File: src/rtl/mem_stage_pkg.sv
// Shared types and codes for the MEM stage: EX->MEM bus layout, load-extend ops, write-back selects.
// The same WB_* codes are used by EX and WB.
package mem_stage_pkg;

  localparam int DATA_W              = 32;
  localparam int EX_TO_MEM_BUS_WIDTH = 107;
  localparam int MEM_TO_WB_BUS_WIDTH = 38;
  localparam int MEM_TO_ID_BUS_WIDTH = 40;

  typedef enum logic [2:0] {
    MEM_EXT_LB  = 3'd0,
    MEM_EXT_LBU = 3'd1,
    MEM_EXT_LH  = 3'd2,
    MEM_EXT_LHU = 3'd3,
    MEM_EXT_LW  = 3'd4
  } mem_ext_op_e;

  typedef enum logic [1:0] {
    WB_ALU = 2'd0,
    WB_EXT = 2'd1,
    WB_PC4 = 2'd2,
    WB_MEM = 2'd3
  } wb_sel_e;

  // Field order matches the packed EX->MEM bus, MSB first.
  typedef struct packed {
    logic [2:0]        mem_ext_op;
    logic              rf_we;
    logic [1:0]        rf_wsel;
    logic [DATA_W-1:0] pc4;
    logic [DATA_W-1:0] ext;
    logic [4:0]        wb_reg;
    logic [DATA_W-1:0] alu_c;
  } ex_to_mem_t;

  function automatic logic ld_misaligned(input logic [2:0] op, input logic [1:0] offset);
    case (op)
      MEM_EXT_LH, MEM_EXT_LHU: return offset[0];
      MEM_EXT_LW:              return (offset != 2'b00);
      default:                 return 1'b0;
    endcase
  endfunction

endpackage

File: src/rtl/mem_stage_if.sv
// Handshake and data buses around the MEM stage: EX->MEM, MEM->WB, MEM->ID bypass/hazard, DRAM read data.
// slave is the MEM stage's view; master is the surrounding pipeline's view.
interface mem_stage_if;
  import mem_stage_pkg::*;

  logic [EX_TO_MEM_BUS_WIDTH-1:0] ex_to_mem_bus;
  logic                           ex_to_mem_valid;
  logic                           wb_allow_in;
  logic [DATA_W-1:0]              dram_rdout;
  logic                           mem_allow_in;
  logic                           mem_to_wb_valid;
  logic [MEM_TO_WB_BUS_WIDTH-1:0] mem_to_wb_bus;
  logic [MEM_TO_ID_BUS_WIDTH-1:0] mem_to_id_bus;
  logic                           mem_exc;

  modport slave (
    input  ex_to_mem_bus, ex_to_mem_valid, wb_allow_in, dram_rdout,
    output mem_allow_in, mem_to_wb_valid, mem_to_wb_bus, mem_to_id_bus, mem_exc
  );

  modport master (
    output ex_to_mem_bus, ex_to_mem_valid, wb_allow_in, dram_rdout,
    input  mem_allow_in, mem_to_wb_valid, mem_to_wb_bus, mem_to_id_bus, mem_exc
  );

endinterface

File: src/rtl/mem_stage_load_ext.sv
// Combinational load extender: picks byte/half/word at the given offset and sign- or zero-extends it.
// Misaligned halves/words still return data from the aligned word; misaligned_o only flags them.
module mem_stage_load_ext
  import mem_stage_pkg::*;
(
  input  logic [2:0]        op_i,
  input  logic [1:0]        offset_i,
  input  logic [DATA_W-1:0] word_i,
  output logic [DATA_W-1:0] data_o,
  output logic              misaligned_o
);

  logic signed [7:0]  byte_s;
  logic signed [15:0] half_s;

  assign byte_s = 8'(word_i >> {offset_i, 3'b000});
  assign half_s = offset_i[1] ? word_i[31:16] : word_i[15:0];

  always_comb begin
    data_o = word_i;
    case (op_i)
      MEM_EXT_LB:  data_o = DATA_W'(byte_s);
      MEM_EXT_LBU: data_o = DATA_W'($unsigned(byte_s));
      MEM_EXT_LH:  data_o = DATA_W'(half_s);
      MEM_EXT_LHU: data_o = DATA_W'($unsigned(half_s));
      default:     data_o = word_i;
    endcase
  end

  assign misaligned_o = ld_misaligned(op_i, offset_i);

endmodule

File: src/rtl/mem_stage.sv
// MEM stage of the RV32I pipeline: holds one instruction, waits LOAD_LAT cycles for DRAM on loads,
// selects the write-back value. Define MEM_MISALIGN_EXC_EN to flag misaligned loads and drop their write.
module mem_stage
  import mem_stage_pkg::*;
#(
  parameter int LOAD_LAT = 1
) (
  input  logic       clk,
  input  logic       rst,
  mem_stage_if.slave bus
);

`ifdef MEM_MISALIGN_EXC_EN
  localparam bit EXC_EN = 1'b1;
`else
  localparam bit EXC_EN = 1'b0;
`endif

  localparam logic [2:0] LAT = 3'(LOAD_LAT);

  ex_to_mem_t        mem_regs_q;
  logic              mem_valid_q, mem_valid_d;
  logic [2:0]        lat_cnt_q, lat_cnt_d;
  logic              ld_held_q, ld_held_d;
  logic [DATA_W-1:0] ld_word_q;

  logic              is_ld, lat_done, mem_ready_go, mem_allow_in;
  logic              accept, capture, mem_to_wb_valid, load_busy;
  logic              misaligned, ld_fault, rf_we;
  logic [DATA_W-1:0] ld_src, ld_data, rf_wdata;

  assign is_ld           = (mem_regs_q.rf_wsel == WB_MEM);
  assign lat_done        = (lat_cnt_q == LAT);
  assign mem_ready_go    = !is_ld || lat_done;
  assign mem_allow_in    = !mem_valid_q || (mem_ready_go && bus.wb_allow_in);
  assign mem_to_wb_valid = mem_valid_q && mem_ready_go;
  assign load_busy       = mem_valid_q && is_ld && !mem_ready_go;
  assign accept          = mem_allow_in && bus.ex_to_mem_valid;
  // First cycle the DRAM word is valid: snapshot it so a WB stall cannot see a later DRAM change.
  assign capture         = mem_valid_q && is_ld && lat_done && !ld_held_q;

  always_comb begin
    mem_valid_d = mem_valid_q;
    lat_cnt_d   = lat_cnt_q;
    ld_held_d   = ld_held_q;
    if (mem_allow_in) mem_valid_d = bus.ex_to_mem_valid;
    if (accept) begin
      lat_cnt_d = '0;
      ld_held_d = 1'b0;
    end else begin
      if (mem_valid_q && is_ld && (lat_cnt_q < LAT)) lat_cnt_d = lat_cnt_q + 3'd1;
      if (capture) ld_held_d = 1'b1;
    end
  end

  // Stage register boundary: control state is reset, data payload is not.
  always_ff @(posedge clk) begin
    if (rst) begin
      mem_valid_q <= 1'b0;
      lat_cnt_q   <= '0;
      ld_held_q   <= 1'b0;
    end else begin
      mem_valid_q <= mem_valid_d;
      lat_cnt_q   <= lat_cnt_d;
      ld_held_q   <= ld_held_d;
    end
  end

  always_ff @(posedge clk) begin
    if (accept)  mem_regs_q <= bus.ex_to_mem_bus;
    if (capture) ld_word_q  <= bus.dram_rdout;
  end

  assign ld_src = ld_held_q ? ld_word_q : bus.dram_rdout;

  mem_stage_load_ext u_load_ext (
    .op_i         (mem_regs_q.mem_ext_op),
    .offset_i     (mem_regs_q.alu_c[1:0]),
    .word_i       (ld_src),
    .data_o       (ld_data),
    .misaligned_o (misaligned)
  );

  always_comb begin
    rf_wdata = mem_regs_q.alu_c;
    case (mem_regs_q.rf_wsel)
      WB_ALU:  rf_wdata = mem_regs_q.alu_c;
      WB_EXT:  rf_wdata = mem_regs_q.ext;
      WB_PC4:  rf_wdata = mem_regs_q.pc4;
      WB_MEM:  rf_wdata = ld_data;
      default: rf_wdata = mem_regs_q.alu_c;
    endcase
  end

  // A faulting load must not write the register file, and ID must not treat it as a producer.
  assign ld_fault = EXC_EN && is_ld && misaligned;
  assign rf_we    = mem_regs_q.rf_we && !ld_fault;

  assign bus.mem_allow_in    = mem_allow_in;
  assign bus.mem_to_wb_valid = mem_to_wb_valid;
  assign bus.mem_to_wb_bus   = {rf_we, mem_regs_q.wb_reg, rf_wdata};
  assign bus.mem_to_id_bus   = {mem_valid_q, rf_we, mem_regs_q.wb_reg, rf_wdata, load_busy};
  assign bus.mem_exc         = mem_to_wb_valid && ld_fault;

endmodule

File: src/flat_wrapper.sv
// flat-port wrapper written by rule: the top's interface ports become plain ports
module mem_stage_flat import mem_stage_pkg::*;
#(
  parameter int LOAD_LAT = 1
)
  (clk, rst, bus_ex_to_mem_bus, bus_ex_to_mem_valid, bus_wb_allow_in, bus_dram_rdout, bus_mem_allow_in, bus_mem_to_wb_valid, bus_mem_to_wb_bus, bus_mem_to_id_bus, bus_mem_exc);
  mem_stage_if bus_i ();
  input  logic clk;
  input  logic rst;
  input wire logic [$bits(bus_i.ex_to_mem_bus)-1:0] bus_ex_to_mem_bus;
  input wire logic [$bits(bus_i.ex_to_mem_valid)-1:0] bus_ex_to_mem_valid;
  input wire logic [$bits(bus_i.wb_allow_in)-1:0] bus_wb_allow_in;
  input wire logic [$bits(bus_i.dram_rdout)-1:0] bus_dram_rdout;
  output wire logic [$bits(bus_i.mem_allow_in)-1:0] bus_mem_allow_in;
  output wire logic [$bits(bus_i.mem_to_wb_valid)-1:0] bus_mem_to_wb_valid;
  output wire logic [$bits(bus_i.mem_to_wb_bus)-1:0] bus_mem_to_wb_bus;
  output wire logic [$bits(bus_i.mem_to_id_bus)-1:0] bus_mem_to_id_bus;
  output wire logic [$bits(bus_i.mem_exc)-1:0] bus_mem_exc;
  assign bus_i.ex_to_mem_bus = bus_ex_to_mem_bus;
  assign bus_i.ex_to_mem_valid = bus_ex_to_mem_valid;
  assign bus_i.wb_allow_in = bus_wb_allow_in;
  assign bus_i.dram_rdout = bus_dram_rdout;
  assign bus_mem_allow_in = bus_i.mem_allow_in;
  assign bus_mem_to_wb_valid = bus_i.mem_to_wb_valid;
  assign bus_mem_to_wb_bus = bus_i.mem_to_wb_bus;
  assign bus_mem_to_id_bus = bus_i.mem_to_id_bus;
  assign bus_mem_exc = bus_i.mem_exc;
  mem_stage #(.LOAD_LAT(LOAD_LAT)) u_core (.clk(clk), .rst(rst), .bus(bus_i));
endmodule
File: config.mk
export PLATFORM = sky130hd
export DESIGN_NAME = mem_stage_flat
export DESIGN_NICKNAME = d
export VERILOG_FILES = /design/src/rtl/mem_stage_pkg.sv /design/src/rtl/mem_stage_if.sv /design/src/rtl/mem_stage_load_ext.sv /design/src/rtl/mem_stage.sv /design/src/flat_wrapper.sv
export SDC_FILE = /design/constraint.sdc
export NUM_CORES = 1
export LEC_CHECK = 0
export CAP_MARGIN = 40
export CORE_ASPECT_RATIO = 1.25
export CORE_MARGIN = 3
export CORE_UTILIZATION = 42
export CTS_CLUSTER_SIZE = 12
export DETAILED_ROUTE_END_ITERATION = 8
export PLACE_DENSITY = 0.82
export SETUP_SLACK_MARGIN = 0.4
export SYNTH_ARGS = -nofsm -noshare
export SYNTH_HDL_FRONTEND = slang
export SYNTH_HIERARCHICAL = 1
export SYNTH_SLANG_ARGS = --single-unit
File: constraint.sdc
create_clock -name clk -period 8.18 [get_ports clk]
set_input_delay 2.045 -clock clk [delete_from_list [all_inputs] [get_ports clk]]
set_output_delay 2.045 -clock clk [all_outputs]
set_load 0.005 [all_outputs]
# After elaboration in Yosys (flattened, before gate mapping)
# Index checks and enable logic that the tools add are counted.
[totals]
regBits = 144
in_bits = 143
output_inout_bits = 81
word_cells = 42
[classes]
add_sub_neg = 1
n_lt_le_gt_ge = 1
n_eq_ne = 7
n_shift = 1
muxes = 4
reduce_logical = 17
[op_table]
columns = ["op", "count"]
rows = [
  ["case mux 32 bit (4 select lines)", 2],
  ["two-way mux 32 bit", 1],
  ["right shift 32 x 5 -> 8 bit", 1],
  ["two-way mux 16 bit", 1],
  ["logical AND 1 bit", 8],
  ["== test 3 x 1 -> 1 bit, second input constant", 2],
  ["== test 3 x 2 -> 1 bit, second input constant", 2],
  ["== test 2 bit, second input constant", 2],
  ["zero test 1 bit", 4],
  ["adder 3 x 1 -> 3 bit, second input constant", 1],
  ["zero test 3 bit", 1],
  ["less-than comparator 3 x 1 -> 1 bit, second input constant", 1],
  ["== test 2 x 1 -> 1 bit, second input constant", 1],
  ["zero test 2 bit", 1],
  ["logical OR 1 bit", 2],
  ["OR reduction 2 bit", 1],
]

# Depth between registers and ports, before layout
# Gate-level depths: netlist (run 1).
[logic_depth]
word_depth = 7
depth_mapped = 10
mapped_depth_nobuf = 6

# Hierarchy
# Netlist (run 1), hierarchy kept.
[modules_own_cells]
columns = ["mod", "n_inst", "cells_each", "area_each_um2"]
rows = [
  ["mem_stage", 1, 298, 6009.5],
  ["mem_stage_load_ext", 1, 121, 719.4],
]

# Worst setup path before layout (run 1)
# Ideal clock, no wire load.
[synth_path]
path_kind = "input -> register"
startpoint = "input port bus_wb_allow_in"
endpoint = "register u_core.mem_regs_q (netlist bit u_core/bus.mem_to_id_bus[33]) (enable)"
t_arrival_ns = 7.453
path_slack_ns = 0.119
stages = 2
n_path_buf = 0
cell_sequence = "a21bo_2 a21oi_1"
[synth_between]
elab_chain_len = 3
[synth_rtl]
columns = ["item", "line_no", "text"]
rows = [
  ["start: declaration", "flat_wrapper.sv:12", "input wire logic [$bits(bus_i.wb_allow_in)-1:0] bus_wb_allow_in;"],
  ["logical AND 1 bit", "mem_stage.sv:35", "assign mem_allow_in = !mem_valid_q || (mem_ready_go && bus.wb_allow_in);"],
  ["logical OR 1 bit", "mem_stage.sv:35", ""],
  ["logical AND 1 bit", "mem_stage.sv:38", "assign accept = mem_allow_in && bus.ex_to_mem_valid;"],
  ["named net u_core.accept", "mem_stage.sv:28", "logic accept, capture, mem_to_wb_valid, load_busy;"],
  ["end signal: assignment", "mem_stage.sv:70", "if (accept) mem_regs_q <= bus.ex_to_mem_bus;"],
  ["end: declaration", "mem_stage.sv:21", "ex_to_mem_t mem_regs_q;"],
]
# The timed path passes the listed nets, and every way through them passes these cells.
# A chain may end at the register's enable or synchronous reset.

# Worst setup path after layout (run 1)
[layout_path]
startpoint = "input port bus_dram_rdout[15]"
endpoint = "output port bus_mem_to_id_bus[20]"
[layout_between]
elab_chain_len = 4
elab_cells_between_ends = 5
cone_classes = "shift: 1; mux: 4"
[layout_rtl]
columns = ["item", "line_no", "text"]
rows = [
  ["start: declaration", "flat_wrapper.sv:13", "input wire logic [$bits(bus_i.dram_rdout)-1:0] bus_dram_rdout;"],
  ["two-way mux 32 bit (*)", "mem_stage.sv:74", "assign ld_src = ld_held_q ? ld_word_q : bus.dram_rdout;"],
  ["named net u_core.ld_src[15]", "mem_stage.sv:30", "logic [DATA_W-1:0] ld_src, ld_data, rf_wdata;"],
  ["right shift 32 x 5 -> 8 bit / two-way mux 16 bit (equally long branches)", "mem_stage_load_ext.sv:16, mem_stage_load_ext.sv:17", ""],
  ["case mux 32 bit (4 select lines) (*)", "mem_stage_load_ext.sv:21", "case (op_i)"],
  ["named net u_core.ld_data[19]", "mem_stage.sv:30", ""],
  ["case mux 32 bit (4 select lines) (*)", "mem_stage.sv:86", "case (mem_regs_q.rf_wsel)"],
  ["end: declaration", "flat_wrapper.sv:17", "output wire logic [$bits(bus_i.mem_to_id_bus)-1:0] bus_mem_to_id_bus;"],
]
# The timed path passes the listed nets; every way through them passes the cells marked *.

==> results of run 1 <==
through the flow:
stage | power (mW) | instances | instance area [um2]
after CTS | 1.89 | 818 | 9300
after global routing | 1.95 | 818 | 9300
after global placement | 1.17 | 787 | 8740
after detailed placement | 1.18 | 788 | 8770
after floorplan | 1.03 | 415 | 6710
final | 1.87 | 818 | 9300
path summary, 6_finish.rpt:
kind	from	to	slack [ns]
max	bus_dram_rdout[15]	bus_mem_to_id_bus[20]	1.35
min	u_core/lat_cnt_q[2]$_SDFFE_PP0P_	u_core/lat_cnt_q[2]$_SDFFE_PP0P_	0.58
max reg2reg	u_core/mem_regs_q[101]$_DFFE_PP_	u_core/mem_regs_q[104]$_DFFE_PP_	5.82
min reg2reg	u_core/lat_cnt_q[2]$_SDFFE_PP0P_	u_core/lat_cnt_q[2]$_SDFFE_PP0P_	0.58
layer usage:
metal / up-vias / GRT usage, % / part of all wire (%)
li1: 1909 / - / -
met4: 0 / 5.86 / 1.6
met2: 157 / 32.3 / 54
met3: 19 / 4.89 / 5.7
met5: - / 0 / 0
met1: 2070 / 21.5 / 39
worst max-delay path: cells and delay by family:
kind                   cells  cell delay, ns
AOI/OAI and AO/OA          2            0.59
muxes                      3            1.11
buffers and inverters      2            0.91
and+or+nand+nor            1            0.13
layout make-up:
| cell class | count | area share [%] |
|---|---|---|
| clock buffer | 21 | 4.73 |
| clock inverter | 9 | 1.01 |
| inverter | 4 | 0.188 |
| multi-input combinational | 199 | 20.6 |
| sequential | 144 | 46.0 |
| tap | 212 | 2.85 |
| timing repair buffer | 229 | 24.7 |
power by group through the flow:
stage                     Combinational [mW]  Sequential (mW)  Clock (mW)
after floorplan                        0.150            0.877           0
after global placement                 0.291            0.877           0
after detailed placement               0.298            0.880           0
after CTS                              0.300            0.865       0.730
after global routing                   0.316            0.868       0.762
final                                  0.296            0.864       0.714
flip-flops by register name (all words and copies together) (netlist names):
signal                    count
u_core/mem_regs_q           101
u_core/ld_word_q             32
u_core/bus.mem_to_id_bus      5
u_core/lat_cnt_q              3
u_core/ld_held_q              1
u_core/mem_valid_q            1
u_core/rf_we                  1
==> results.py, run 1 <==
metrics = {
    "outcome": {
        "outcome": "finished, final reports clean",
    },
    "timing": {
        "setup_ws_ns": 1.35,
        "rsz0062_at_grt": "no",
        "max_slew.worst_pin.slew_ns": 0.697,
        "whs_ns": 0.575,
        "period_minus_slack_ns": 6.83,
        "final-hold-violation-count": 0,
        "final.setup.tns_ns": 0,
        "fmax_mhz": 146,
        "finalCritPeriodShare_pct": 83.6,
        "fin_skew_ns": 0.00811,
        "slew_viol_final": 0,
        "setup_violations": 0,
        "slew_headroom_pct": 53.6,
    },
    "routing": {
        "wl_per_cell_um": 19.3,
        "drtAntennaViolNets": 0,
        "drc": 0,
        "first_pass_iters": 4,
        "wirelength_um": 15800,
        "via_per_inst": 5.08,
        "first_iter_violations": 182,
        "vias": 4155,
    },
    "cts": {
        "postCtsSetupRepairBufs": 0,
        "cts_tree": "done",
        "clk_pin_slew_ns": 0.06,
        "holdBufCountCts": 0,
        "cts_root_buf": "clkbuf_16",
        "cts.sinks": 144,
        "cts_max_level": 4,
        "cts_buffer_depth": 2,
        "cts_resized": 0,
        "numCtsBuffers": 17,
        "clk_latency_ns": 0.41,
    },
    "grt": {
        "antenna_found_initial": 0,
        "grt_usage_pct": 18.2,
        "grt_pass1_vias": 4503,
        "grt-ovfl-total": 0,
        "grt_pass1_wl_um": 24600,
        "grt_max_degree": 55,
    },
    "layout": {
        "seq_area_um2": 4280,
        "num_antenna_cells": 0,
        "area_growth_pct": 38.7,
        "final_common_cell": "clkdlybuf4s50_1",
        "final_cell_mix": "clkdlybuf4s50_1 (222), edfxtp_1 (139), nand2_1 (43)",
        "final_nets": 740,
        "n_fill_cell": 1184,
        "multi_input_area_um2": 1920,
        "final_layout_size_suffix_gt1_share_pct": 18.6,
        "utilization_pct": 59.5,
    },
    "worst_setup_path": {
        "end_kind": "output pin",
        "startpoint_type": "primary input",
        "r2r_cells": 5,
        "crit_type": "primary input to output pin",
        "cp.required_ns": 6.14,
        "arrival_ns": 4.79,
        "crit_chain": "clkdlybuf4s50_1 -> mux2_2 -> mux2_4 -> o2bb2ai_2 -> a21oi_4 -> nand2_1 -> mux4_2 -> clkdlybuf4s50_1",
        "cpMostUsedCell": "clkdlybuf4s50_1",
        "cpPeakStageDelay_ns": 0.52,
        "crit_slowest_cell": "mux4_2",
        "cp_max_fo": 16,
    },
    "pwr": {
        "seqPwrFrac_pct": 46.1,
        "internal-power_mw": 1.48,
        "p_per_area_nw_per_um2": 201,
        "swShare_pct": 21.0,
        "p_comb_share_pct": 15.8,
        "power_leakage_nw": 3.26,
        "peakVddDrop_mv": 0.128,
        "switchingPower_mw": 0.394,
        "clkPwrFrac_pct": 38.1,
    },
    "die": {
        "die_x_um": 119,
        "io_pins": 224,
        "die_height_um": 147,
        "row_count": 51,
        "initial_utilization_pct": 42.9,
        "dieArea_um2": 17500,
        "core_um2": 15600,
    },
    "synth": {
        "yosysWarnings": 6,
        "syn-num-nets": 560,
        "syn-instance-count": 415,
        "synth_area_per_cell_um2": 16.2,
        "syn_area_um2": 6710,
    },
    "run": {
        "cap_violations": 0,
    },
    "hold_path": {
        "hold_class": "flop to flop",
        "min_delay_path_depth": 2,
    },
    "placement": {
        "pre_cts_ws_ns": 1.30,
        "place_congestion": 0.784,
        "dp.final_hpwl_um": 12000,
        "io_buffer_count": 222,
    },
}
(Power assumes the default switching activity.)
==> inputs of run 2 (changes only) <==
--- a/config.mk
+++ b/config.mk
@@ -8,10 +8,10 @@
 export CAP_MARGIN = 40
 export CORE_ASPECT_RATIO = 1.25
 export CORE_MARGIN = 3
-export CORE_UTILIZATION = 42
+export CORE_UTILIZATION = 46
 export CTS_CLUSTER_SIZE = 12
 export DETAILED_ROUTE_END_ITERATION = 8
-export PLACE_DENSITY = 0.82
+export PLACE_DENSITY = 0.85
 export SETUP_SLACK_MARGIN = 0.4
 export SYNTH_ARGS = -nofsm -noshare
 export SYNTH_HDL_FRONTEND = slang
==> constraint.sdc (replaced) <==
create_clock -name clk -period 6.4 [get_ports clk]
set_input_delay 1.6 -clock clk [delete_from_list [all_inputs] [get_ports clk]]
set_output_delay 1.6 -clock clk [all_outputs]
set_load 0.005 [all_outputs]
==> results.py, run 2 (synthesized netlist as in run 1, its figures left out) <==
metrics = {
    "hold_path": {
        "hold_class": "flop to flop",
        "hold_start": "u_core/lat_cnt_q[1]$_SDFFE_PP0P_",
    },
    "layout": {
        "seq_area_um2": 4280,
        "n_fill_cell": 1015,
        "multi_input_area_um2": 1920,
        "area_growth_pct": 38.6,
        "final_nets": 744,
        "stdcell_count": 788,
        "final_cell_mix": "clkdlybuf4s50_1 (222), edfxtp_1 (139), nand2_1 (43)",
        "regMostFlops": "u_core/mem_regs_q",
        "largest_reg_flops": 101,
        "final_common_cell": "clkdlybuf4s50_1",
        "final_layout_size_suffix_gt1_share_pct": 19.9,
    },
    "timing": {
        "whs_ns": 0.577,
        "final.setup.tns_ns": 0,
        "max_slew.worst_pin.slew_ns": 0.863,
        "final-hold-violation-count": 0,
        "setup_violations": 0,
        "fmax_mhz": 171,
        "slew_headroom_pct": 42.4,
        "period_minus_slack_ns": 5.86,
        "fin_skew_ns": 0.0113,
        "finalCritPeriodShare_pct": 91.6,
        "rsz0062_at_grt": "no",
        "slew_viol_final": 0,
    },
    "cts": {
        "cts_max_level": 4,
        "numCtsBuffers": 17,
        "clk_pin_slew_ns": 0.06,
        "cts.sinks": 144,
        "holdBufCountCts": 0,
        "cts_resized": 0,
        "cts_tree": "done",
        "clk_latency_ns": 0.41,
        "cts_root_buf": "clkbuf_16",
        "cts_buffer_depth": 2,
    },
    "pwr": {
        "internal-power_mw": 1.83,
        "swShare_pct": 22.9,
        "seqPwrFrac_pct": 46.7,
        "power_leakage_nw": 3.28,
        "p_per_area_nw_per_um2": 255,
        "switchingPower_mw": 0.544,
        "peakVddDrop_mv": 0.185,
        "clkPwrFrac_pct": 37.2,
        "power_mw": 2.37,
        "p_comb_share_pct": 16.1,
    },
    "worst_setup_path": {
        "cpMostUsedCell": "clkdlybuf4s50_1",
        "crit_chain": "clkdlybuf4s50_1 -> mux2_2 -> mux2_4 -> o2bb2ai_2 -> a21oi_4 -> buf_12 -> buf_4 -> nand2_2 -> mux4_2 -> clkdlybuf4s50_1",
        "crit_slowest_cell": "mux4_2",
        "cp.required_ns": 4.80,
        "crit_type": "primary input to output pin",
        "cp_max_fo": 14,
        "arrival_ns": 4.26,
        "crit_family": "buffers and inverters",
        "crit_buf_inv": 4,
        "reg2reg_from": "u_core/mem_regs_q[102]$_DFFE_PP_",
        "startpoint": "bus_dram_rdout[15]",
        "cpPeakStageDelay_ns": 0.49,
        "end_kind": "output pin",
        "startpoint_type": "primary input",
    },
    "outcome": {
        "outcome": "finished, final reports clean",
    },
    "routing": {
        "first_pass_iters": 5,
        "wl_per_cell_um": 20.6,
        "drtAntennaViolNets": 0,
        "via_per_inst": 5.38,
        "first_iter_violations": 255,
        "vias": 4240,
        "drc": 0,
        "wirelength_um": 16300,
    },
    "die": {
        "dieArea_um2": 16100,
        "initial_utilization_pct": 47.7,
        "row_count": 48,
        "die_height_um": 141,
        "die_x_um": 114,
        "core_um2": 14100,
        "io_pins": 224,
    },
    "placement": {
        "place_congestion": 0.778,
        "io_buffer_count": 222,
        "placedCellCount": 752,
        "dp.final_hpwl_um": 12200,
    },
    "run": {
        "cap_violations": 0,
    },
    "grt": {
        "grt_pass1_vias": 4645,
        "grt_usage_pct": 20.7,
        "grt_max_degree": 55,
        "grt-ovfl-total": 0,
        "grt_pass1_wl_um": 25000,
        "antenna_found_initial": 1,
    },
}
run 2: changes by cell type in the layout (fill, tap and decap cells not counted), sizes merged:
cell | previous run | this run
buf | 7 | 11
bufinv | 2 | 0
clkbuf | 21 | 17
clkinv | 6 | 8
clkinvlp | 1 | 2
diode | 0 | 1
inv | 4 | 9
run 2: routing by layer:
layer | vias up | GRT usage, % | part of all wire, %
met5 | - | 0 | 0
met4 | 0 | 7.19 | 2.1
met3 | 25 | 5.88 | 7.6
met2 | 221 | 35.9 | 53
met1 | 2072 | 24.5 | 37
li1 | 1922 | - | -
run 2: worst min-delay path, stage by stage, from the launching register on:
cell and delay [ns]:
dfxtp_1 0.34, a21oi_1 0.14, nor3_1 0.05
run 2: worst paths after layout:
| path | endpoint | slack, ns | cells after the start |
|---|---|---|---|
| setup reg to reg | u_core/mem_regs_q[80]$_DFFE_PP_ | 3.24 | 5 |
| hold reg to reg | u_core/lat_cnt_q[1]$_SDFFE_PP0P_ | 0.58 | 2 |
| hold / removal | u_core/lat_cnt_q[1]$_SDFFE_PP0P_ | 0.58 | 2 |
| setup / recovery | bus_mem_to_wb_bus[22] | 0.54 | 10 |
run 2: final cells by class:
cell class              instances  area share (%)
flip-flops and latches        144            46.0
repair buffers                233            25.1
multi-input cells             199            20.6
clock buffers                  17            4.57
well taps                     175            2.35
clock inverters                15            1.17
inverters                       4           0.188
diodes                          1          0.0269
run 2: repair_timing:
action,4_1_cts,5_1_grt
endpoints found under the hold margin,0,0
buffers inserted,3,0
setup endpoints to repair,3,0
run 2: per-stage QoR:
step                      utilization, %  cell area [um2]  setup slack (ns)
after global placement              61.9             8700             0.489
after CTS                           66.2             9300             0.559
after detailed placement            62.1             8730             0.407
final                               66.2             9300             0.537
after global routing                66.2             9300             0.453
after floorplan                        -             6710              1.20
run 2: power by group through the flow:
| stage | sequential [mW] | combinational, mW | clock, mW |
|---|---|---|---|
| 6_report | 1.11 | 0.382 | 0.884 |
| 5_1_grt | 1.11 | 0.409 | 0.947 |
| 4_1_cts | 1.11 | 0.387 | 0.905 |
| 3_5_place_dp | 1.13 | 0.380 | 0 |
| 3_3_place_gp | 1.12 | 0.371 | 0 |
| 2_1_floorplan | 1.12 | 0.191 | 0 |
